==> src/rtl/reg_file_mp.sv <==
// reg_file_mp: multi-port integer register file with a per-register busy
// scoreboard for pending writebacks. Reads are registered (1-cycle latency),
// register 0 is hardwired to zero.
// Build option: define REG_FILE_BYPASS_EN to forward same-cycle write data
// to colliding reads; when undefined, a colliding read returns the old value.
module reg_file_mp #(
    parameter int D_WIDTH  = 32,
    parameter int NUM_REGS = 32,
    parameter int NUM_RD   = 2,
    parameter int NUM_WR   = 1,
    localparam int AW      = $clog2(NUM_REGS)
) (
    input  logic                       clk,
    input  logic                       rst_n,
    input  logic [NUM_RD-1:0]          rd_en,
    input  logic [NUM_RD*AW-1:0]       rd_addr,
    output logic [NUM_RD*D_WIDTH-1:0]  rd_data,
    output logic [NUM_RD-1:0]          rd_valid,
    output logic [NUM_RD-1:0]          rd_busy,
    input  logic [NUM_WR-1:0]          wr_en,
    input  logic [NUM_WR*AW-1:0]       wr_addr,
    input  logic [NUM_WR*D_WIDTH-1:0]  wr_data,
    input  logic                       alloc_en,
    input  logic [AW-1:0]              alloc_addr,
    output logic [NUM_REGS-1:0]        busy_vec
);

    logic [D_WIDTH-1:0]  reg_array [NUM_REGS];
    logic [NUM_REGS-1:0] busy_reg;
    logic [NUM_REGS-1:0] busy_next;

    // Scoreboard update: writes retire pending writebacks, then a same-cycle
    // alloc re-marks the register busy because the newer writer wins.
    always_comb begin
        busy_next = busy_reg;
        for (int w = 0; w < NUM_WR; w++) begin
            if (wr_en[w]) begin
                busy_next[wr_addr[w*AW +: AW]] = 1'b0;
            end
        end
        if (alloc_en) begin
            busy_next[alloc_addr] = 1'b1;
        end
        busy_next[0] = 1'b0;
    end

    // Busy scoreboard register.
    always_ff @(posedge clk or negedge rst_n) begin
        if (!rst_n) begin
            busy_reg <= '0;
        end else begin
            busy_reg <= busy_next;
        end
    end

    assign busy_vec = busy_reg;

    // Register array writes; ports are applied in ascending order so the
    // highest-index port wins an address collision. x0 is never written.
    always_ff @(posedge clk or negedge rst_n) begin
        if (!rst_n) begin
            for (int i = 0; i < NUM_REGS; i++) begin
                reg_array[i] <= '0;
            end
        end else begin
            for (int w = 0; w < NUM_WR; w++) begin
                if (wr_en[w] && (wr_addr[w*AW +: AW] != '0)) begin
                    reg_array[wr_addr[w*AW +: AW]] <= wr_data[w*D_WIDTH +: D_WIDTH];
                end
            end
        end
    end

    genvar gi;
    generate
        for (gi = 0; gi < NUM_RD; gi++) begin : g_rd
            logic [AW-1:0]      addr;
            logic [D_WIDTH-1:0] data_sel;
            logic [D_WIDTH-1:0] data_reg;
            logic               busy_out_reg;
            logic               valid_reg;

            assign addr = rd_addr[gi*AW +: AW];

            // Select read data: array contents, optionally forwarded from a
            // same-cycle write (highest port last), with x0 forced to zero.
            always_comb begin
                data_sel = reg_array[addr];
`ifdef REG_FILE_BYPASS_EN
                for (int w = 0; w < NUM_WR; w++) begin
                    if (wr_en[w] && (wr_addr[w*AW +: AW] == addr)) begin
                        data_sel = wr_data[w*D_WIDTH +: D_WIDTH];
                    end
                end
`else
                data_sel = reg_array[addr];
`endif
                if (addr == '0) begin
                    data_sel = '0;
                end
            end

            // Registered read port: data/busy hold when idle, valid pulses.
            always_ff @(posedge clk or negedge rst_n) begin
                if (!rst_n) begin
                    data_reg     <= '0;
                    busy_out_reg <= 1'b0;
                    valid_reg    <= 1'b0;
                end else begin
                    valid_reg <= rd_en[gi];
                    if (rd_en[gi]) begin
                        data_reg     <= data_sel;
                        busy_out_reg <= busy_next[addr];
                    end
                end
            end

            assign rd_data[gi*D_WIDTH +: D_WIDTH] = data_reg;
            assign rd_busy[gi]                    = busy_out_reg;
            assign rd_valid[gi]                   = valid_reg;
        end
    endgenerate

endmodule

==> config.mk <==
export PLATFORM = sky130hd
export DESIGN_NAME = reg_file_mp
export DESIGN_NICKNAME = d
export VERILOG_FILES = /design/src/rtl/reg_file_mp.sv
export SDC_FILE = /design/constraint.sdc
export NUM_CORES = 2
export LEC_CHECK = 0
export BUFFER_PORTS_ARGS = -buffer_cell sky130_fd_sc_hd__buf_2
export CORE_MARGIN = 8
export CORE_UTILIZATION = 55
export DETAILED_ROUTE_END_ITERATION = 10
export PLACE_DENSITY_LB_ADDON = 0.2
export SLEW_MARGIN = 20
export SYNTH_ARGS = -nofsm -noshare
export SYNTH_HDL_FRONTEND = slang
export SYNTH_SLANG_ARGS = --single-unit
==> constraint.sdc <==
create_clock -name clk -period 1.95 [get_ports clk]
set_input_delay 0.39 -clock clk [delete_from_list [all_inputs] [get_ports clk]]
set_output_delay 0.39 -clock clk [all_outputs]
set_load 0.02 [all_outputs]
==> impl_metrics.csv <==
group,metric,value,unit
status,status,"finished, final reports clean",
cells_and_area,multi_input_area,28420,um2
worst_setup_path,setup.worst_path.start_class,"register",
clocking,post_cts_buffers,0,
yosys,avgSynthCellArea,15.66,um2
clocking,htreeDepth,3,
cells_and_area,syn_to_final_growth,18.26,%
sta,max_freq,0.5158,GHz
sta,fin_crit_sh,99.42,%
worst_setup_path,r2r-end,"g_rd[1].data_reg[10]$_DFFE_PN0P_",
routing,ant_nets,0,
power_and_ir_drop,ir_drop,0.8400,mV
floorplanning,start_util,55.43,%
sta,hold_viol_final,0,
routing,wl,179800,um
sta,min_period,1.939,ns
yosys,yosysSeqAreaShare,48.23,%
placed_design,place_congestion,0.9193,
flow_run,cap_violations,0,
grt,grt_overflow,0,
yosys,synth_top_area_cell,"dfrtp_1",
yosys,synth_edf_count,0,
cells_and_area,regArea,28100,um2
yosys,synth_compound_area_share,1.866,%
routing,wire_per_inst,32.44,um
clocking,cts.sinks,1123,
placed_design,post-dp-hpwl,119100,um
worst_setup_path,path_delay_family,"multiplexers",
sta,slew_headroom,58.90,%
worst_setup_path,critPathMaxFanout,3,
worst_setup_path,rr_startpoint,"reg_array[138]$_DFFE_PN0P_",
worst_setup_path,critPathBufInv,1,
worst_setup_path,reg2reg_depth,5,
worst_setup_path,cp.required,2.54,ns
sta,worst_pin_slew,0.6164,ns
clocking,root_buffer,"clkbuf_16",
cells_and_area,fin_nets,4106,
worst_setup_path,cp-end-kind,"register",
floorplanning,die_x,341.5,um
clocking,clockBufferDepth,3,
yosys,ys_ff_latch,1123,
yosys,yosysWarnings,0,
floorplanning,fp-row-count,119,
floorplanning,io_pins,158,
yosys,yosys.area_share.simple,2.079,%
yosys,yosys.cell_types.count,56,
cells_and_area,fin_cells,5542,
placed_design,dpl.cell_count,5318,
worst_setup_path,path_class,"register to register",
cells_and_area,largest_register_ffs,1024,
worst_setup_path,crit_chain,"mux4_2 -> mux4_2 -> mux2i_2 -> buf_4 -> o22ai_2",
grt,grt_first_pass_wirelength,269900,um
yosys,synth_area_leaders,"dfrtp_1, mux4_2, mux2_2",
routing,drc,0,
yosys,synth.most_common_cell,"dfrtp_1",
clocking,cts_tree,"done",
yosys,synthAdderAreaFrac,0,%
clocking,cts.clk_slew.worst_paths,0.06,ns
floorplanning,dieArea,116600,um2
yosys,netlist_area,58260,um2
yosys,synth_xor_area_share,0,%
yosys,synth_top_cell_area_share,48.23,%
cells_and_area,drive_gt1_share,59.68,%
sta,setup_viol,0,
sta,tns,0,ns
yosys,synth_common_cells,"dfrtp_1, mux2_2, mux4_2",
cells_and_area,nFillCells,7252,
yosys,muxShareOfSynthArea,44.38,%
grt,grt_use_total,30.82,%
yosys,synthArstFlopShare,100.0,%
yosys,synth_nets,3778,
power_and_ir_drop,p_leak,30.36,nW
yosys,synth_top_family_by_area,"multiplexers",
yosys,ys.flop_type,"dfrtp_1",
yosys,synthCells,3720,
worst_setup_path,critical_path.slowest_cell,"mux4_2",
power_and_ir_drop,p_per_area,1022,nW/um2
worst_setup_path,cpMostUsedCell,"mux4_2",
sta,fin_skew,0.02872,ns
worst_setup_path,r2r_setup_slack,0.01,ns
worst_setup_path,max_stage_delay,0.52,ns
routing,first_pass_iters,7,
worst_setup_path,arrival,2.53,ns
sta,drv_slew,0,
clocking,clock_latency,0.71,ns
min_path,hold_class,"input pin to asynchronous set/reset pin",
routing,vias,38130,
floorplanning,core-area,105100,um2
placed_design,io_buffers,156,
floorplanning,die_y,341.5,um
routing,drt_iter0_markers,3631,
grt,grt_max_degree,58,
sta,rsz0062_at_grt,"true",
grt,grt_pass1_vias,40070,
cells_and_area,final_core_utilization,65.55,%
routing,viasPerCell,6.880,
clocking,cts_buffers,118,
grt,antenna_found_initial,8,
## repair_timing
| item | in CTS | in global routing |
|---|---|---|
| hold buffers | 2 | 0 |
| endpoints found under the hold margin | 194 | 0 |
| resized for setup | 5 | 3 |
| setup endpoints to repair | 27 | 4 |
| pin swaps | 0 | 0 |
## worst max path at each step
stage                                    start                                to  slack (ns)  depth (start not counted)
floorplan                           rd_addr[0]  g_rd[0].data_reg[28]$_DFFE_PN0P_       -0.24                          8
global placement                    rd_addr[0]  g_rd[0].data_reg[12]$_DFFE_PN0P_       -0.74                          8
detailed placement                  rd_addr[0]  g_rd[0].data_reg[12]$_DFFE_PN0P_       -0.81                          8
CTS                 reg_array[274]$_DFFE_PN0P_  g_rd[1].data_reg[18]$_DFFE_PN0P_        0.01                          5
global route         reg_array[10]$_DFFE_PN0P_  g_rd[1].data_reg[10]$_DFFE_PN0P_       -0.03                          5
finish              reg_array[138]$_DFFE_PN0P_  g_rd[1].data_reg[10]$_DFFE_PN0P_        0.01                          5
## metal layers
layer / wire [um] / part of all wire, % / up-vias / global-route usage (%)
li1: - / - / 15000 / -
met1: 72070 / 40 / 20810 / 42.79
met2: 86130 / 48 / 1901 / 48.84
met3: 14300 / 8.0 / 421 / 5.532
met4: 7262 / 4.0 / 2 / 11.96
met5: 13 / 0.0072 / - / 0
## power by group
group	leakage (nW)	switching (mW)	internal [mW]	total, mW
clock network	2.00	9.72	14.1	23.8
logic	14.0	5.99	9.25	15.2
registers	14.4	3.56	27.8	31.4
## kinds of logic (layout without fill, tap and decap cells)
kind of cell	count (synthesis)	count (layout)
flip-flops	1123	1123
AND/OR/NAND/NOR	232	232
AO/OA/AOI/OAI	167	167
buffers and inverters	499	926
multiplexers	1698	1698
other	1	5
## per-stage QoR
stage	worst slack, ns	total power, mW	hold WS (ns)	instance area (um2)
finish	0.01122	70.41	0.2133	68900
global route	-0.02600	73.10	0.1926	68900
CTS	0.01131	70.56	0.1706	68890
detailed placement	-0.8127	46.75	0.3259	64730
global placement	-0.7351	45.75	0.3233	64730
floorplan	-0.2414	41.25	0.09441	58850
## final cells by class
| class | count | share of cell area [%] |
|---|---|---|
| multi-input cells | 2098 | 41.24 |
| well taps | 1391 | 2.526 |
| repair buffers | 631 | 9.047 |
| clock buffers | 163 | 4.910 |
| clock inverters | 56 | 1.062 |
| diodes | 4 | 0.01453 |
| flip-flops and latches | 1123 | 40.78 |
| inverters | 76 | 0.4140 |
## cell usage in the layout, fill, tap and decap left out, types with 5 or more instances in the layout
cell / n
nand2_2: 13
clkinvlp_4: 11
nand4_1: 7
buf_8: 5
a22oi_1: 45
buf_12: 145
nand3_1: 57
nor2_1: 11
o21ai_0: 48
dfrtp_1: 1123
o22ai_1: 32
mux2_2: 991
nor2b_1: 7
buf_2: 147
mux2i_1: 93
mux4_2: 609
a21oi_1: 7
bufinv_16: 15
nand2b_1: 34
inv_1: 75
buf_4: 330
clkbuf_16: 119
nand2_1: 46
nor2_4: 15
a22o_1: 6
clkbuf_8: 24
clkinv_2: 21
clkbuf_1: 20
clkinv_4: 5
Note: power is estimated with default switching activity, not from simulation.
